`src/rtl/fetch_stage.sv`:
```
// Pipeline front end: PC register, instruction-memory addressing and IF/ID register.
// Optional FETCH_PERF_CNT_EN adds stall/flush cycle counters.
module fetch_stage #(
  parameter int unsigned        ADDR_W    = 32,
  parameter logic [ADDR_W-1:0]  RESET_PC  = '0,
  parameter logic [31:0]        NOP_INSTR = 32'h0000_0013
) (
  input  logic              clk,
  input  logic              rst,
  input  logic              stall,
  input  logic              branch_taken,
  input  logic [ADDR_W-1:0] branch_target,
  output logic [ADDR_W-1:0] imem_addr,
  input  logic [31:0]       imem_rdata,
  output logic [ADDR_W-1:0] if_id_pc,
  output logic [ADDR_W-1:0] if_id_pc_plus4,
  output logic [31:0]       if_id_instr,
  output logic              if_id_valid,
  output logic [4:0]        if_id_RegisterRs1,
  output logic [4:0]        if_id_RegisterRs2
`ifdef FETCH_PERF_CNT_EN
  ,
  output logic [31:0]       stall_cycles,
  output logic [31:0]       flush_cycles
`endif
);

  localparam logic [ADDR_W-1:0] PcStep = {{(ADDR_W-3){1'b0}}, 3'b100};

  logic [ADDR_W-1:0] pc_q, pc_d;
  logic [ADDR_W-1:0] if_id_pc_q, if_id_pc_d;
  logic [ADDR_W-1:0] if_id_pc_plus4_q, if_id_pc_plus4_d;
  logic [31:0]       if_id_instr_q, if_id_instr_d;
  logic              if_id_valid_q, if_id_valid_d;
  logic [ADDR_W-1:0] pc_plus4;

  assign pc_plus4 = pc_q + PcStep;

  always_comb begin
    pc_d             = pc_q;
    if_id_pc_d       = if_id_pc_q;
    if_id_pc_plus4_d = if_id_pc_plus4_q;
    if_id_instr_d    = if_id_instr_q;
    if_id_valid_d    = if_id_valid_q;
    if (branch_taken) begin
      // The redirect beats a stall: the held ID instruction is on the wrong path.
      pc_d          = {branch_target[ADDR_W-1:2], 2'b00};
      if_id_instr_d = NOP_INSTR;
      if_id_valid_d = 1'b0;
    end else if (!stall) begin
      pc_d             = pc_plus4;
      if_id_pc_d       = pc_q;
      if_id_pc_plus4_d = pc_plus4;
      if_id_instr_d    = imem_rdata;
      if_id_valid_d    = 1'b1;
    end
  end

  always_ff @(posedge clk) begin
    if (rst) begin
      pc_q             <= RESET_PC;
      if_id_pc_q       <= RESET_PC;
      if_id_pc_plus4_q <= RESET_PC + PcStep;
      if_id_instr_q    <= NOP_INSTR;
      if_id_valid_q    <= 1'b0;
    end else begin
      pc_q             <= pc_d;
      if_id_pc_q       <= if_id_pc_d;
      if_id_pc_plus4_q <= if_id_pc_plus4_d;
      if_id_instr_q    <= if_id_instr_d;
      if_id_valid_q    <= if_id_valid_d;
    end
  end

  assign imem_addr      = pc_q;
  assign if_id_pc       = if_id_pc_q;
  assign if_id_pc_plus4 = if_id_pc_plus4_q;
  assign if_id_instr    = if_id_instr_q;
  assign if_id_valid    = if_id_valid_q;

  // Bubbles report x0 so they can never raise a load-use stall.
  assign if_id_RegisterRs1 = if_id_valid_q ? if_id_instr_q[19:15] : 5'd0;
  assign if_id_RegisterRs2 = if_id_valid_q ? if_id_instr_q[24:20] : 5'd0;

`ifdef FETCH_PERF_CNT_EN
  logic [31:0] stall_cycles_q, flush_cycles_q;

  always_ff @(posedge clk) begin
    if (rst) begin
      stall_cycles_q <= '0;
      flush_cycles_q <= '0;
    end else begin
      if (stall && !branch_taken) stall_cycles_q <= stall_cycles_q + 32'd1;
      if (branch_taken)           flush_cycles_q <= flush_cycles_q + 32'd1;
    end
  end

  assign stall_cycles = stall_cycles_q;
  assign flush_cycles = flush_cycles_q;
`endif

endmodule

```
`config.mk`:
```
export PLATFORM = sky130hd
export DESIGN_NAME = fetch_stage
export DESIGN_NICKNAME = d
export VERILOG_FILES = /design/src/rtl/fetch_stage.sv
export SDC_FILE = /design/constraint.sdc
export NUM_CORES = 1
export LEC_CHECK = 0
export BUFFER_PORTS_ARGS = -buffer_cell sky130_fd_sc_hd__clkbuf_2
export CAP_MARGIN = 10
export CORE_MARGIN = 1
export CORE_UTILIZATION = 40
export CTS_CLUSTER_SIZE = 14
export DETAILED_ROUTE_END_ITERATION = 8
export GPL_TIMING_DRIVEN = 0
export PLACE_DENSITY = 0.63
export SYNTH_ARGS = -nofsm -noshare
export SYNTH_HDL_FRONTEND = slang
export SYNTH_SLANG_ARGS = --single-unit
```
`constraint.sdc`:
```
create_clock -name clk -period 2.3 [get_ports clk]
set_input_delay 0.23 -clock clk [delete_from_list [all_inputs] [get_ports clk]]
set_output_delay 0.23 -clock clk [all_outputs]
set_load 0.005 [all_outputs]
```
==> metrics <==
outcome finished clean; Fin Hold WS approximately 0.018 ns; number of library cell types mapped by synthesis 51; placeable core region 13300 um2; post-synthesis cell area 5500 um2; cell count of the worst reg-to-reg path 6; insertion delay of the later-clocked pin in the worst-skew pair 0.42 ns; most frequent cell on the critical path or4_1; Pins Over Slew Limit 0; CP max stage delay 0.51 ns; worst path arrival time 2.58 ns; clock-pin slew on the worst setup and hold paths around 0.06 ns; Switching Share 0.253; leading cell types in the layout, fill and taps excluded clkbuf_2, dfxtp_1, nand2_1; Power Internal 4.22 mW; cts hold-fix bufs 0; Top-Level Pins 207; Worst Hold Class input pin to flip-flop; reported max-cap violation count 0; CP Capture Type flip-flop; Req. time, crit path 2.63 ns; Core Rows 42; end of the worst register-to-register path imem_addr[31]; register share of total power 0.415; Antenna Diode Count 0; number of I/O port buffers a little under 200; FFs w/ async S/R, synth 0; root buffer selected by CTS clkbuf_16; fraction of layout cells with a size suffix above 1 0.314; sum of overflow across all layers after global routing 0; Mapped Avg Cell Area 8.45 um2; largest net degree at the start of global routing 17; areal power density over the cells between 700 and 800 nW/um2; startpoint of the tightest hold check path imem_rdata[4]; via count of the routed design 5802; sequential-to-total area share from yosys stat 0.448; routability cong. 0.890; setup repair after global routing missed its margin true; crit path max fanout 10; dominant delay contributor by cell family on the critical path simple AND/OR/NAND/NOR gates; maximum clock rate 444 MHz; Starting Density 0.412; met3 Usage GRT 0.0781; crit start category flip-flop; overall die height about 120 um; worst-case clock buffer depth 2; Setup-failing EPs final 0; hold endpoint if_id_instr[4]; flip-flop and latch count after synthesis 123; drt total wl 18300 um; area grow syn2layout 34.3%; most common cell after layout, fill and taps aside clkbuf_2; total routing resource utilization after global routing 0.260; cell count of the worst hold path 3; layer with the highest usage after global routing met2; post-detailed-placement half-perimeter wirelength between 10000 and 15000 um; share of the clock period used by the worst path after layout 0.980; ranking of synthesized cells by area dfxtp_1, mux2i_1, nand2_1; leakage power between 3 and 4 nW; startpoint-to-endpoint class of the critical path flip-flop to flip-flop; combinational fraction of design power 0.106; maximum clock skew at final layout 0.00741 ns; share of the synthesized area in the top cell type 0.448; largest area contributor in the netlist dfxtp_1; Global Route met1 Usage 0.327; transition at the pin with the smallest max-transition slack around 0.83 ns; TritonCTS buffer count 17; Hold Vio Cnt, Final 0; DRC 0; series of cell instances along the critical path buf_4 -> nand4_4 -> or4_1 -> buf_2 -> or4_1 -> a311oi_2; vias per cell 5.48; YS warnings 0; buffers plus inverters on the worst setup path 2; worst vdd ir between 400 and 500 uV; remaining antenna violation count 0; total clock sinks roughly 120; clock tree from TritonCTS yes; Final nets 939; post-layout total power 5.65 mW; Crit-path slowest cell or4_1; H-Tree Level Count 4; global-route wire length before repair ~28000 um; launch instance of the worst register-to-register path imem_addr[13]; gate count after technology mapping ~650; post-route setup TNS 0 ns; GRT met2 Usage 0.405; worst-case headroom to the max-slew limit 0.440; main flop type after synthesis dfxtp_1; Post-synth EDFFs 0; Clk network pwr share 0.479; DRT Pass-1 Iters 5; final worst path period need 2.25 ns; reg-to-reg setup timing slack between 0.04 and 0.05 ns; Total Die Area around 14000 um2; number of global-route vias before repair 5408; Routed WL per cell approximately 17 um; initial drt markers 430; number of antenna violations at the first check in global routing 0; die boundary width roughly 120 um; net switching power between 1 and 1.5 mW
[power by group through the flow]
stage / combinational (mW) / sequential, mW / clock (mW)
final: 0.598 / 2.35 / 2.71
after floorplan: 0.316 / 2.36 / 0
after CTS: 0.592 / 2.34 / 2.73
after detailed placement: 0.594 / 2.38 / 0
after global placement: 0.583 / 2.38 / 0
after global routing: 0.656 / 2.36 / 2.84
[through the flow]
step                setup WS [ns]  cell area, um2  cells  utilization
finish                     0.0456            7390   1059        0.554
global route              -0.0391            7390   1059        0.554
CTS                      0.000117            7340   1059        0.550
global placement           -0.310            6730   1029        0.504
detailed placement         -0.385            6730   1029        0.504
floorplan                   0.185            5520    656            -
[final cells by class]
type	count	area (um2)
Tap cell	176	220
Sequential cell	123	2470
Inverter	7	26.3
Timing Repair Buffer	198	993
Fill cell	1292	5960
Clock inverter	11	145
Clock buffer	21	450
Buffer	61	293
Multi-Input combinational cell	462	2790
[worst max-delay path by stage]
stage,start,endpoint,slack (ns),cells after the start
final,imem_addr[13],imem_addr[31],0.05,6
after global routing,imem_addr[15],imem_addr[31],-0.04,6
after CTS,imem_addr[19],imem_addr[29],0.0001,5
after detailed placement,stall,if_id_instr[0],-0.39,6
after global placement,stall,if_id_instr[0],-0.31,6
after floorplan,imem_addr[2],imem_addr[22],0.19,5
[flip-flops by register name (all words and copies together), names as in the netlist]
register,cells
if_id_pc,30
if_id_instr,32
if_id_valid,1
imem_addr,30
if_id_pc_plus4,30
[worst min-delay path, delay by kind of cell]
family	cells	cell delay (ns)
AND/OR/NAND/NOR	1	0.06
multiplexers	1	0.05
buffers and inverters	1	0.07
[kinds of logic (layout without fill, tap and decap cells)]
group	Yosys count	count (layout)	share of synthesized area
simple gates	252	252	0.231
compound gates	147	147	0.166
flops	123	123	0.448
buf+inv	71	298	0.0559
mux	33	33	0.0600
xor+xnor	23	23	0.0366
fa+ha+maj	1	1	0.00227
other cells	1	6	0.000682
[repair_timing]
item | CTS | global route
setup endpoints to repair | 9 | 26
gates cloned | 0 | 0
buffers inserted | 0 | 1
resized for setup | 9 | 17
[synth_stat cells (9+ instances only)]
| master | instances |
|---|---|
| a311oi_1 | 15 |
| xnor2_1 | 21 |
| and2_1 | 10 |
| o21ai_0 | 42 |
| dfxtp_1 | 123 |
| a21oi_1 | 42 |
| or4_1 | 15 |
| buf_2 | 11 |
| a211oi_1 | 18 |
| or3_1 | 18 |
| clkbuf_1 | 38 |
| nor3_1 | 15 |
| mux2i_1 | 33 |
| nor2_1 | 67 |
| a31oi_1 | 11 |
| nand2_1 | 84 |
| o31ai_1 | 9 |
[metal layers]
layer	wire length, um	vias up
met4	446	0
met3	1780	37
met5	0	-
met1	7650	2717
met2	8420	305
li1	-	2743
No activity file was read; power rests on OpenSTA's default activity.
